==> config.mk <==
export PLATFORM = sky130hd
export DESIGN_NAME = frame_seq_ctrl_flat
export DESIGN_NICKNAME = d
export VERILOG_FILES = /design/src/rtl/frame_seq_ctrl_if.sv /design/src/rtl/frame_seq_ctrl.sv /design/src/flat_wrapper.sv
export SDC_FILE = /design/constraint.sdc
export NUM_CORES = 1
export LEC_CHECK = 0
export ABC_AREA = 1
export BUFFER_PORTS_ARGS = -buffer_cell sky130_fd_sc_hd__buf_2
export CORE_UTILIZATION = 30
export CTS_BUF_LIST = sky130_fd_sc_hd__clkbuf_8
export DETAILED_ROUTE_END_ITERATION = 10
export PLACE_DENSITY = 0.46
export SLEW_MARGIN = 20
export SYNTH_ARGS = -nofsm -noshare
export SYNTH_HDL_FRONTEND = slang
export SYNTH_SLANG_ARGS = --single-unit
==> constraint.sdc <==
create_clock -name clk -period 1.4 [get_ports clk]
set_input_delay 0.28 -clock clk [delete_from_list [all_inputs] [get_ports clk]]
set_output_delay 0.28 -clock clk [all_outputs]
set_load 0.1 [all_outputs]
==> src/rtl/frame_seq_ctrl_if.sv <==
// Signal bundle between the frame sequencer, the camera and the processor.
// master is the sequencer side, slave is the camera/processor side.
interface frame_seq_ctrl_if #(
    parameter int c_nb_cnt  = 16,
    parameter int c_nb_drop = 8
);
    logic                 cam_frame_end;
    logic                 proc_done;
    logic [2:0]           rgbfilter_in;
    logic                 cam_wbuf;
    logic                 proc_rbuf;
    logic                 proc_start;
    logic [2:0]           rgbfilter;
    logic                 busy;
    logic [c_nb_cnt-1:0]  frame_cnt;
    logic [c_nb_drop-1:0] drop_cnt;
    logic                 err_timeout;

    modport master (
        input  cam_frame_end, proc_done, rgbfilter_in,
        output cam_wbuf, proc_rbuf, proc_start, rgbfilter,
        output busy, frame_cnt, drop_cnt, err_timeout
    );

    modport slave (
        output cam_frame_end, proc_done, rgbfilter_in,
        input  cam_wbuf, proc_rbuf, proc_start, rgbfilter,
        input  busy, frame_cnt, drop_cnt, err_timeout
    );
endinterface

==> src/rtl/frame_seq_ctrl.sv <==
// Ping-pong frame sequencer: hands finished camera buffers to the processor,
// drops frames arriving while busy and aborts processing on timeout.
module frame_seq_ctrl #(
    parameter int c_timeout = 16384,
    parameter int c_nb_cnt  = 16,
    parameter int c_nb_drop = 8
) (
    input  logic             clk,
    input  logic             rst,
    frame_seq_ctrl_if.master bus
);
    typedef enum logic [1:0] {IDLE, START, RUN} state_t;

    localparam int c_nb_run = $clog2(c_timeout);
    localparam logic [c_nb_run-1:0] c_last = c_nb_run'(c_timeout - 1);

    state_t               state, state_n;
    logic [c_nb_run-1:0]  run_cnt, run_cnt_n;
    logic                 rbuf;
    logic [2:0]           filt;
    logic                 start;
    logic                 busy;
    logic [c_nb_cnt-1:0]  frames;
    logic [c_nb_drop-1:0] drops;
    logic                 err;
    logic                 done, tmo, accept, drop;

    always_comb begin
        state_n   = state;
        run_cnt_n = '0;
        done      = 1'b0;
        tmo       = 1'b0;
        accept    = 1'b0;
        unique case (state)
            IDLE:  accept = bus.cam_frame_end;
            START: state_n = RUN;
            RUN: begin
                done   = bus.proc_done;
                tmo    = !bus.proc_done && (run_cnt == c_last);
                accept = bus.cam_frame_end && (done || tmo);
                if (done || tmo)
                    state_n = IDLE;
                else
                    run_cnt_n = run_cnt + 1'b1;
            end
            default: state_n = IDLE;
        endcase
        // A frame ending while the processor is still occupied is lost
        drop = bus.cam_frame_end && !accept;
        if (accept)
            state_n = START;
    end

    always_ff @(posedge clk) begin
        if (rst) begin
            state   <= IDLE;
            run_cnt <= '0;
            rbuf    <= 1'b1;
            filt    <= 3'b000;
            start   <= 1'b0;
            busy    <= 1'b0;
            frames  <= '0;
            drops   <= '0;
            err     <= 1'b0;
        end else begin
            state   <= state_n;
            run_cnt <= run_cnt_n;
            start   <= (state_n == START);
            busy    <= (state_n != IDLE);
            if (accept) begin
                rbuf <= ~rbuf;
                filt <= bus.rgbfilter_in;
            end
            if (done)
                frames <= frames + 1'b1;
            if (drop && (drops != '1))
                drops <= drops + 1'b1;
            if (tmo)
                err <= 1'b1;
        end
    end

    assign bus.cam_wbuf    = ~rbuf;
    assign bus.proc_rbuf   = rbuf;
    assign bus.proc_start  = start;
    assign bus.rgbfilter   = filt;
    assign bus.busy        = busy;
    assign bus.frame_cnt   = frames;
    assign bus.drop_cnt    = drops;
    assign bus.err_timeout = err;
endmodule
==> src/flat_wrapper.sv <==
// flat-port wrapper written by rule: the top's interface ports become plain ports
module frame_seq_ctrl_flat 
#(
    parameter int c_timeout = 16384,
    parameter int c_nb_cnt  = 16,
    parameter int c_nb_drop = 8
)
  (clk, rst, bus_cam_frame_end, bus_proc_done, bus_rgbfilter_in, bus_cam_wbuf, bus_proc_rbuf, bus_proc_start, bus_rgbfilter, bus_busy, bus_frame_cnt, bus_drop_cnt, bus_err_timeout);
  frame_seq_ctrl_if #(.c_nb_cnt(c_nb_cnt), .c_nb_drop(c_nb_drop)) bus_i ();
  input  logic clk;
  input  logic rst;
  input wire logic [$bits(bus_i.cam_frame_end)-1:0] bus_cam_frame_end;
  input wire logic [$bits(bus_i.proc_done)-1:0] bus_proc_done;
  input wire logic [$bits(bus_i.rgbfilter_in)-1:0] bus_rgbfilter_in;
  output wire logic [$bits(bus_i.cam_wbuf)-1:0] bus_cam_wbuf;
  output wire logic [$bits(bus_i.proc_rbuf)-1:0] bus_proc_rbuf;
  output wire logic [$bits(bus_i.proc_start)-1:0] bus_proc_start;
  output wire logic [$bits(bus_i.rgbfilter)-1:0] bus_rgbfilter;
  output wire logic [$bits(bus_i.busy)-1:0] bus_busy;
  output wire logic [$bits(bus_i.frame_cnt)-1:0] bus_frame_cnt;
  output wire logic [$bits(bus_i.drop_cnt)-1:0] bus_drop_cnt;
  output wire logic [$bits(bus_i.err_timeout)-1:0] bus_err_timeout;
  assign bus_i.cam_frame_end = bus_cam_frame_end;
  assign bus_i.proc_done = bus_proc_done;
  assign bus_i.rgbfilter_in = bus_rgbfilter_in;
  assign bus_cam_wbuf = bus_i.cam_wbuf;
  assign bus_proc_rbuf = bus_i.proc_rbuf;
  assign bus_proc_start = bus_i.proc_start;
  assign bus_rgbfilter = bus_i.rgbfilter;
  assign bus_busy = bus_i.busy;
  assign bus_frame_cnt = bus_i.frame_cnt;
  assign bus_drop_cnt = bus_i.drop_cnt;
  assign bus_err_timeout = bus_i.err_timeout;
  frame_seq_ctrl #(.c_timeout(c_timeout), .c_nb_cnt(c_nb_cnt), .c_nb_drop(c_nb_drop)) u_core (.clk(clk), .rst(rst), .bus(bus_i));
endmodule
; ---- Word-level counts from Yosys, hierarchy flattened
; Cells that the tools add are included.
[totals]
regBits = 47
inputBits = 7
out_inout_bits = 32
word_cells = 35
[classes]
add_sub_neg = 3
eq_ne = 5
n_mux = 6
n_bitwise = 2
n_reduce_logical = 10
[ops]
columns = operator, n
row1 = "16-bit by 1-bit adder with 16-bit output, second input constant", 1
row2 = "14-bit by 1-bit adder with 14-bit output, second input constant", 1
row3 = "14-bit == test, second input constant", 1
row4 = "8-bit by 1-bit adder with 8-bit output, second input constant", 1
row5 = "8-bit != test, second input constant", 1
row6 = 2-bit case mux with 3 select lines, 1
row7 = "2-bit by 1-bit == test with 1-bit output, second input constant", 2
row8 = 1-bit logical AND, 4
row9 = 2-bit two-way mux, 2
row10 = 3-bit OR reduction, 1
row11 = "2-bit == test, second input constant", 1
row12 = 1-bit zero test, 2
row13 = 2-bit zero test, 1
row14 = 1-bit two-way mux, 2
row15 = 1-bit inverter, 2
row16 = 1-bit case mux with 2 select lines, 1
row17 = 2-bit nonzero test, 1
row18 = 1-bit logical OR, 1

; ---- Logic depth before layout (Yosys ltp)
; Gate-level depths: netlist (run 1).
[logic_depth]
depth_word = 8
ltp_mapped = 11
mapped_depth_nobuf = 11

; ---- Worst setup path before layout (run 1)
; No wires, ideal clock.
[synth_timing]
path_kind = register -> register
start = register u_core.drops[0] (netlist: u_core.bus.drop_cnt[0])
end = register u_core.drops[6] (netlist: u_core.bus.drop_cnt[6])
setup_time_ns = 0.066
t_arrival_ns = 2.222
required_time_ns = 1.334
path_slack_ns = -0.889
stages_incl_launch_ff = 9
n_path_buf = 0
period_less_slack_ns = 2.289
cell_sequence = dfxtp_1 > ha_1 > nand2_1 > nand3b_1 > o21ai_1 > inv_2 > nand2_8 > nand2_2 > a21oi_2
[synth_between]
elab_chain_cells = 2
word_cells_on_any_way = 3
cone_classes = 1 x add/sub / 1 x eq/ne / 1 x reduce/logical
[synth_rtl]
columns = item, line_no
row1 = from (decl), frame_seq_ctrl.sv:24  ; logic [c_nb_drop-1:0] drops;
row2 = from (signal assigned), frame_seq_ctrl.sv:77  ; drops <= drops + 1'b1;
row3 = "parallel branches: the longest is 2 deep, another holds 8-bit by 1-bit adder with 8-bit output", --
; Several ways; the timed one is not identified.
; A chain may end at the register's enable or synchronous reset.

; ---- Worst setup path after layout (run 1)
[layout_timing]
start = register u_core.drops[1] (netlist: u_core.bus.drop_cnt[1])
end = register u_core.drops[0] (netlist: u_core.bus.drop_cnt[0])
[layout_between]
elab_chain_cells = 2
[layout_rtl]
columns = item, line_no
row1 = 8-bit != test, frame_seq_ctrl.sv:76  ; if (drop && (drops != '1))
row2 = 1-bit logical AND, frame_seq_ctrl.sv:76
; No other way between the ends.

==> flow_metrics.tcl, run 1 <==
set metrics [dict create \
    status "complete, no violations" \
    startpoint_type "flop" \
    p_comb_share_pct 14.0 \
    clock_skew_ps 7.952 \
    antenna_cells 0 \
    drt_first_pass_iters 4 \
    drc_errors 0 \
    swShare_pct 28.72 \
    crit_arrival_ps 1630 \
    core_sq_mm 0.007370 \
    crit_chain "ha_4 > nand2_2 > nand3b_1 > o21ai_2 > inv_2 > nand2_8 > nand2_2 > a21oi_2" \
    synth_flop_cell "dfxtp_1" \
    ctsRootBufferMaster "clkbuf_8" \
    vias 2156 \
    slowest_stage "dfxtp_4" \
    worst_pin_slew_ps 485.3 \
    cts_inserted_buffers 5 \
    timing.final.crit_share_pct 99.92 \
    grt_max_degree 18 \
    io_pins 39 \
    detail-route-antenna-nets 0 \
    worst-path-buf-inv 1 \
    grt_pass1_wl_um 9328 \
    antenna_found_initial 0 \
    synthCells 321 \
    syn-num-nets 331 \
    finalMaxSlewViolations 0 \
    p_int_mw 1.815 \
    syn-cell-area_sq_mm 0.002330 \
    maxCapViolations 0 \
    end_kind "flop" \
    yosys_warnings 0 \
    fmax_ghz 0.7148 \
    slew_headroom_pct 67.87 \
    dpl.hpwl_um 3924 \
    p_sw_mw 0.7314 \
    area_growth_pct 37.59 \
    initial_core_util_pct 31.61 \
    crit_family "simple AND/OR/NAND/NOR gates" \
    rsz0062_at_grt "yes" \
    crit_required_ps 1630 \
    grt_usage_pct 14.10 \
    fin_cells 485 \
    synth-async-reset-ratio_pct 0 \
    clock-sinks 47 \
    grt_pass1_vias 1964 \
    design.die.area_sq_mm 0.008123 \
    synth_edf_count 0 \
    clk_pin_slew_ps 90 \
    postSynthAreaPerCell_sq_um 7.258 \
    io_buffers 38 \
    yosysSeqAreaShare_pct 40.39 \
    cts_tree "done" \
    clockBufferDepth 2 \
    power.leakage_nw 1.237 \
    critPathKind "flop to flop" \
    final_nets 395 \
    yosysUniqueCellTypes 30 \
    critPathMaxStageDelay_ps 360 \
    first_iter_violations 75 \
    seqPwrFrac_pct 52.8 \
    whs_ps 215.1 \
    drt_wl_total_um 5275 \
    critPathMostFrequentCell "nand2_2" \
    die_h_um 90.13 \
    postCtsHoldBufs 0 \
    clockPowerShare_pct 33.2 \
    path_max_fanout 9 \
    hold_path_class "input port to flop" \
    cts_setup_buffers 0 \
    setup_viol_count_final 0 \
    min_period_ps 1399 \
    drive_gt1_share_pct 38.08 \
    routed_via_density 4.445 \
    grt.overflow.total 0 \
    gp_congestion 0.7302 \
    dp.cells 476 \
    routedWlPerCell_um 10.88 \
    insertion_delay_ps 300 \
    final-hold-violation-count 0 \
    num_rows 31 \
    die_w_um 90.13 \
    synth-seq-cells 47 \
    fin_setup_tns_ps 0 \
    cellPowerDensity_mw_per_mm2 794.5 \
    htreeDepth 2 \
    ir_drop_v 0.0004532 \
]
final cells by class:
cell class | instances | area, sq um
clock buffers | 6 | 82.58
clock inverters | 2 | 12.51
fillers | 781 | 4164
inverters | 45 | 173.9
multi-input cells | 224 | 1276
flip-flops and latches | 47 | 1025
well taps | 99 | 123.9
repair buffers | 62 | 511.7
cell families (layout without fill, tap and decap cells):
| logic type | count (synthesis) | count (layout) | share of synthesized area, % |
|---|---|---|---|
| AOI/OAI and AO/OA | 46 | 46 | 11.44 |
| buffers and inverters | 51 | 115 | 8.700 |
| and+or+nand+nor | 163 | 164 | 33.73 |
| xor gates and xnor gates | 11 | 11 | 4.136 |
| adders and majority gates | 3 | 3 | 1.611 |
| DFF | 47 | 47 | 40.39 |
worst paths after layout:
check	startpoint	end	slack [ps]	cells past startpoint
setup / recovery	u_core.bus.drop_cnt[1]	u_core.bus.drop_cnt[0]	1	8
hold / removal	bus_rgbfilter_in[2]	u_core.bus.rgbfilter[2]	220	3
setup reg to reg	u_core.bus.drop_cnt[1]	u_core.bus.drop_cnt[0]	1	8
hold reg to reg	u_core.bus.frame_cnt[6]	u_core.bus.frame_cnt[6]	470	1
routing by layer:
layer / routed length [um] / GRT usage (%) / part of all wire (%) / vias up
met5: 0 / 0 / 0 / -
met4: 66 / 4.839 / 1.3 / 0
met3: 181 / 2.876 / 3.4 / 5
met2: 2403 / 22.84 / 46 / 35
met1: 2624 / 18.54 / 50 / 963
li1: - / - / - / 1153
cell usage in the layout, fill, tap and decap left out, types with 2 or more instances in the layout:
cell type,n
nand2_1,54
nor2_1,40
inv_1,37
buf_4,33
nand3_1,24
dfxtp_1,20
dfxtp_4,20
a21oi_1,17
nand2_2,13
buf_2,13
o21ai_0,11
xor2_1,9
clkbuf_4,9
nand4_1,8
a21oi_2,8
inv_2,7
nor3_1,7
dfxtp_2,7
clkbuf_8,6
buf_12,6
nor2_2,5
o21ai_1,5
nand2_4,4
o21ai_2,3
ha_4,3
nor2_4,2
nand2_8,2
nand3b_1,2
xnor2_1,2
flip-flops by register name, indices dropped and copies added (netlist names):
name / cells
u_core.bus.proc_rbuf: 1
u_core.bus.frame_cnt: 16
u_core.bus.busy: 1
u_core.bus.err_timeout: 1
u_core.run_cnt: 14
u_core.bus.proc_start: 1
u_core.bus.drop_cnt: 8
u_core.state: 2
u_core.bus.rgbfilter: 3
through the flow:
stage | cell area (sq um) | setup slack, ps | utilization, % | total power, mW
finish | 3206 | 1.097 | 43.50 | 2.547
global route | 3206 | -126.4 | 43.50 | 2.681
CTS | 3146 | -31.54 | 42.68 | 2.604
detailed placement | 2997 | -42.88 | 40.66 | 1.718
global placement | 2997 | -7.438 | 40.66 | 1.719
floorplan | 2445 | -209.5 | - | 1.629
power groups by stage:
stage               Combinational [mW]  Clock [mW]  Sequential, mW
floorplan                        0.119           0            1.51
global placement                 0.344           0            1.38
detailed placement               0.343           0            1.38
CTS                              0.352       0.907            1.35
global route                     0.379       0.953            1.35
finish                           0.356       0.846            1.34
tightest hold or removal path, stage by stage:
cell and delay (ps):
buf_2 70, o21ai_1 60, nor2_1 70
what timing repair did:
action | CTS | global route
endpoints found under the hold margin | 0 | 0
gates resized for setup | 18 | 21
gates cloned | 1 | 0
setup endpoints to repair | 29 | 42
pin swaps | 1 | 3
synth_stat cells, types with 2 or more instances:
cell type	instances	area share (%)
xnor2_1	2	0.75
clkbuf_1	2	0.32
buf_2	2	0.43
nand2_8	2	1.7
nand4_1	8	2.1
buf_4	2	0.64
o21ai_0	16	3.4
ha_1	3	1.6
xor2_1	9	3.4
nor2_2	2	0.54
nand3_1	24	5.2
a21oi_1	17	3.7
a21oi_2	8	3.0
o21ai_1	3	0.64
inv_2	7	1.1
dfxtp_1	47	40
nor3_1	7	1.5
inv_1	37	6.0
nand2_1	56	9.0
nand2_2	13	3.5
nor2_1	44	7.1
nand3b_1	2	0.64
Power figures use the tool's default switching activity.
==> run 2: changes to the inputs <==
Settings changed: RECOVER_POWER from default to 100.
==> flow_metrics.tcl, run 2 (same netlist as run 1, synthesis figures left out) <==
set metrics [dict create \
    dpl.hpwl_um 3924 \
    setup_viol_count_final 0 \
    final-hold-violation-count 0 \
    crit_required_ps 1630 \
    drive_gt1_share_pct 35.75 \
    clock-sinks 47 \
    core_sq_mm 0.007370 \
    first_iter_violations 75 \
    io_buffers 38 \
    io_pins 39 \
    drt_first_pass_iters 4 \
    postCtsHoldBufs 0 \
    hold_path_class "input port to flop" \
    fin_cells 485 \
    antenna_found_initial 0 \
    fill_cells 795 \
    fmax_ghz 0.7148 \
    area_growth_pct 34.26 \
    clock_skew_ps 7.950 \
    htreeDepth 2 \
    crit_arrival_ps 1630 \
    ir_drop_v 0.0004528 \
    clk_pin_slew_ps 90 \
    die_h_um 90.13 \
    clockBufferDepth 2 \
    path_max_fanout 9 \
    largest_reg_flops 16 \
    grt.overflow.total 0 \
    ctsRootBufferMaster "clkbuf_8" \
    status "complete, no violations" \
    die_w_um 90.13 \
    fin_util_pct 42.44 \
    seq_area_sq_mm 0.001005 \
    grt_pass1_wl_um 9328 \
    cellPowerDensity_mw_per_mm2 813.9 \
    final_nets 395 \
    num_rows 31 \
    grt_pass1_vias 1964 \
    min_period_ps 1399 \
    design.die.area_sq_mm 0.008123 \
    startpoint_type "flop" \
    worst_pin_slew_ps 485.3 \
    multi_input_area_sq_mm 0.001274 \
    cts_setup_buffers 0 \
    slew_headroom_pct 67.87 \
    end_kind "flop" \
    initial_core_util_pct 31.61 \
    finalMaxSlewViolations 0 \
    timing.final.crit_share_pct 99.92 \
    dp.cells 476 \
    antenna_cells 0 \
    critPathKind "flop to flop" \
    rsz0062_at_grt "yes" \
    grt_usage_pct 14.10 \
    gp_congestion 0.7302 \
    power.leakage_nw 1.215 \
    drt_wl_total_um 5280 \
    power_mw 2.546 \
    detail-route-antenna-nets 0 \
    routed_via_density 4.456 \
    drc_errors 0 \
    cts_tree "done" \
    mostFrequentLayoutCells "54 x nand2_1, 41 x nor2_1, 38 x inv_1" \
    cts_inserted_buffers 5 \
    routedWlPerCell_um 10.89 \
    maxCapViolations 0 \
    grt_max_degree 18 \
    layout_commonest_cell "nand2_1" \
    insertion_delay_ps 300 \
    vias 2161 \
]
run 2: cell types whose count changed in the layout (fill, tap and decap cells not counted):
cell      before  now
buf_12         6    1
buf_4         33   25
buf_6          1    4
clkbuf_1       0    1
clkbuf_4       9   18
dfxtp_1       20   26
dfxtp_2        7    6
dfxtp_4       20   15
inv_1         37   38
inv_2          7    6
nor2_1        40   41
nor2_2         5    4
run 2: metal layers:
metal	part of all wire, %	GRT usage, %	up-vias
met1	50	18.54	967
met4	1.3	4.839	0
li1	-	-	1154
met5	0	0	-
met3	3.3	2.876	5
met2	45	22.84	35
run 2: repair_timing:
| action | 4_1_cts | 5_1_grt |
|---|---|---|
| pin swaps | 1 | 3 |
| gates cloned | 1 | 0 |
| gates resized for setup | 18 | 21 |
| setup endpoints to repair | 29 | 42 |
run 2: through the flow:
step | setup TNS (ps) | setup WS (ps) | hold slack, ps | instance area (sq um)
after global placement | -7.540 | -7.438 | 448.6 | 2997
after global routing | -1680 | -126.4 | 226.1 | 3128
after CTS | -279.7 | -31.54 | 204.2 | 3146
after detailed placement | -413.3 | -42.88 | 450.1 | 2997
after floorplan | -1630 | -209.5 | 417.5 | 2445
final | 0 | 1.074 | 215.2 | 3128
run 2: path summary, 6_finish.rpt:
path | startpoint | slack (ps) | depth (start not counted) | end
worst max-delay path | u_core.bus.drop_cnt[1] | 1 | 8 | u_core.bus.drop_cnt[0]
worst min register to register | u_core.bus.frame_cnt[6] | 470 | 1 | u_core.bus.frame_cnt[6]
worst max register to register | u_core.bus.drop_cnt[1] | 1 | 8 | u_core.bus.drop_cnt[0]
worst min-delay path | bus_rgbfilter_in[2] | 220 | 3 | u_core.bus.rgbfilter[2]
run 2: critical path, cell delays in order (launching register included):
cell	delay, ps
dfxtp_4	360
ha_4	140
nand2_2	50
nand3b_1	220
o21ai_2	160
inv_2	120
nand2_8	120
nand2_2	60
a21oi_2	100
run 2: cell type report:
class	count	share of cell area, %
Multi-Input combinational cell	224	40.72
Sequential cell	47	32.12
Timing Repair Buffer	62	14.60
Inverter	45	5.560
Tap cell	99	3.960
Clock buffer	6	2.640
Clock inverter	2	0.4000
run 2: where the power goes:
group | switching, mW | internal [mW]
clock network | 0.448 | 0.398
registers | 0.0191 | 1.33
logic | 0.263 | 0.0857
total | 0.730 | 1.82
==> run 3: changes to the inputs <==
Settings changed: CTS_BUF_LIST sky130_fd_sc_hd__clkbuf_8 to sky130_fd_sc_hd__clkbuf_4 sky130_fd_sc_hd__clkbuf_8 sky130_fd_sc_hd__clkbuf_16, MAX_ROUTING_LAYER from default to met4.
==> flow_metrics.tcl, run 3 (same netlist as run 1, synthesis figures left out) <==
set metrics [dict create \
    status "complete, no violations" \
    io_pins 39 \
    setup_viol_count_final 0 \
    min_to "u_core.bus.rgbfilter[2]" \
    clockPowerShare_pct 33.9 \
    worst_pin_slew_ps 485.3 \
    critPathKind "flop to flop" \
    final_nets 395 \
    slowest_stage "dfxtp_4" \
    grt.overflow.total 0 \
    min_from "bus_rgbfilter_in[2]" \
    finalMaxSlewViolations 0 \
    cellPowerDensity_mw_per_mm2 821.0 \
    r2r_cells 8 \
    fmax_ghz 0.7173 \
    highest_layer "met4" \
    hold_path_depth 3 \
    seqPwrFrac_pct 52.6 \
    grt_usage_pct 14.50 \
    cts_inserted_buffers 5 \
    design.die.area_sq_mm 0.008123 \
    mostFrequentLayoutCells "54 x nand2_1, 41 x nor2_1, 37 x inv_1" \
    cts_setup_buffers 0 \
    routed_via_density 4.460 \
    insertion_delay_ps 300 \
    grt_max_degree 18 \
    grt_pass1_vias 1964 \
    first_iter_violations 74 \
    fin_util_pct 42.50 \
    clock_skew_ps 7.810 \
    largest_reg_flops 16 \
    p_sw_mw 0.7287 \
    fin_cells 485 \
    wl_met1_um 2648 \
    grt_pass1_wl_um 9328 \
    gp_congestion 0.7390 \
    p_int_mw 1.843 \
    slew_headroom_pct 67.87 \
    cts_tree "done" \
    crit_chain "ha_4 > nand2_2 > nand3b_1 > o21ai_2 > inv_2 > nand2_8 > nand2_2 > a21oi_2" \
    r2r-end "u_core.bus.drop_cnt[0]" \
    final-hold-violation-count 0 \
    wl_met3_um 177 \
    htreeDepth 2 \
    postCtsHoldBufs 0 \
    num_rows 31 \
    dpl.hpwl_um 3924 \
    maxCapViolations 0 \
    clk_pin_slew_ps 90 \
    vias 2163 \
    critPathMaxStageDelay_ps 360 \
    area_growth_pct 34.43 \
    startpoint "u_core.bus.drop_cnt[1]" \
    rsz0062_at_grt "yes" \
    die_w_um 90.13 \
    power_mw 2.571 \
    startpoint_type "flop" \
    p_comb_share_pct 13.5 \
    critPathMostFrequentCell "nand2_2" \
    antenna_cells 0 \
    whs_ps 215.4 \
    path_max_fanout 9 \
    hold_path_class "input port to flop" \
    drive_gt1_share_pct 36.01 \
    timing.final.crit_share_pct 99.57 \
    crit_required_ps 1630 \
    ctsRootBufferMaster "clkbuf_8" \
    initial_core_util_pct 31.61 \
    end_kind "flop" \
    fill_cells 795 \
    routed-wl-met2_um 2398 \
    min_period_ps 1394 \
    die_h_um 90.13 \
    layout_commonest_cell "nand2_1" \
    crit_arrival_ps 1630 \
    power.leakage_nw 1.214 \
    fin_setup_tns_ps 0 \
    detail-route-antenna-nets 0 \
    drc_errors 0 \
    reg2reg_slack_ps 6 \
    antenna_found_initial 0 \
    core_sq_mm 0.007370 \
    drt_first_pass_iters 4 \
    r2r-start "u_core.bus.drop_cnt[1]" \
    routedWlPerCell_um 10.88 \
    swShare_pct 28.34 \
    clock-sinks 47 \
    clockBufferDepth 2 \
    io_buffers 38 \
    drt_wl_total_um 5278 \
    ir_drop_v 0.0004527 \
    dp.cells 476 \
]
==> run 3: worst max-delay path by stage <==
stage	slack, ps	cells past startpoint	to
final	6	8	u_core.bus.drop_cnt[0]
after global routing	-130	11	u_core.bus.drop_cnt[3]
after CTS	-30	8	u_core.bus.drop_cnt[0]
after floorplan	-210	8	u_core.bus.drop_cnt[7]
after global placement	-7	10	u_core.bus.rgbfilter[1]
after detailed placement	-40	10	u_core.bus.rgbfilter[0]
==> run 3: final cells by class <==
cell class | instances | area [sq um] | area share, %
Multi-Input combinational cell | 224 | 1274 | 40.67
Sequential cell | 47 | 1005 | 32.08
Timing Repair Buffer | 62 | 456.7 | 14.58
Inverter | 45 | 173.9 | 5.553
Tap cell | 99 | 123.9 | 3.955
Clock buffer | 7 | 90.09 | 2.877
Clock inverter | 1 | 8.758 | 0.2797
==> run 3: what timing repair did <==
item | CTS | global route
gates cloned | 1 | 0
gates resized for setup | 18 | 21
pin swaps | 1 | 3
setup endpoints to repair | 29 | 42
==> run 3: worst max-delay path: cells and delay by family (launching register included) <==
| family | cells | cell delay [ps] |
|---|---|---|
| adder cells (fa/ha/maj) | 1 | 140 |
| buffers and inverters | 1 | 120 |
| flip-flops | 1 | 360 |
| AO/OA/AOI/OAI | 2 | 260 |
| AND/OR/NAND/NOR | 4 | 440 |
==> run 3: metal layers <==
metal	vias to the layer above	GRT usage, %
li1	1154	-
met1	966	18.60
met5	-	-
met3	5	2.792
met4	0	4.839
met2	38	22.84
==> run 3: power groups by stage <==
| stage | combinational, mW | sequential, mW | clock, mW |
|---|---|---|---|
| floorplan | 0.119 | 1.51 | 0 |
| global placement | 0.344 | 1.38 | 0 |
| detailed placement | 0.343 | 1.38 | 0 |
| CTS | 0.352 | 1.35 | 0.933 |
| global route | 0.371 | 1.36 | 0.979 |
| finish | 0.348 | 1.35 | 0.872 |
==> run 3: through the flow <==
stage,area [sq um],setup slack [ps]
2_1_floorplan,2445,-209.5
3_3_place_gp,2997,-7.438
3_5_place_dp,2997,-42.88
4_1_cts,3149,-31.50
5_1_grt,3132,-126.9
6_report,3132,5.968
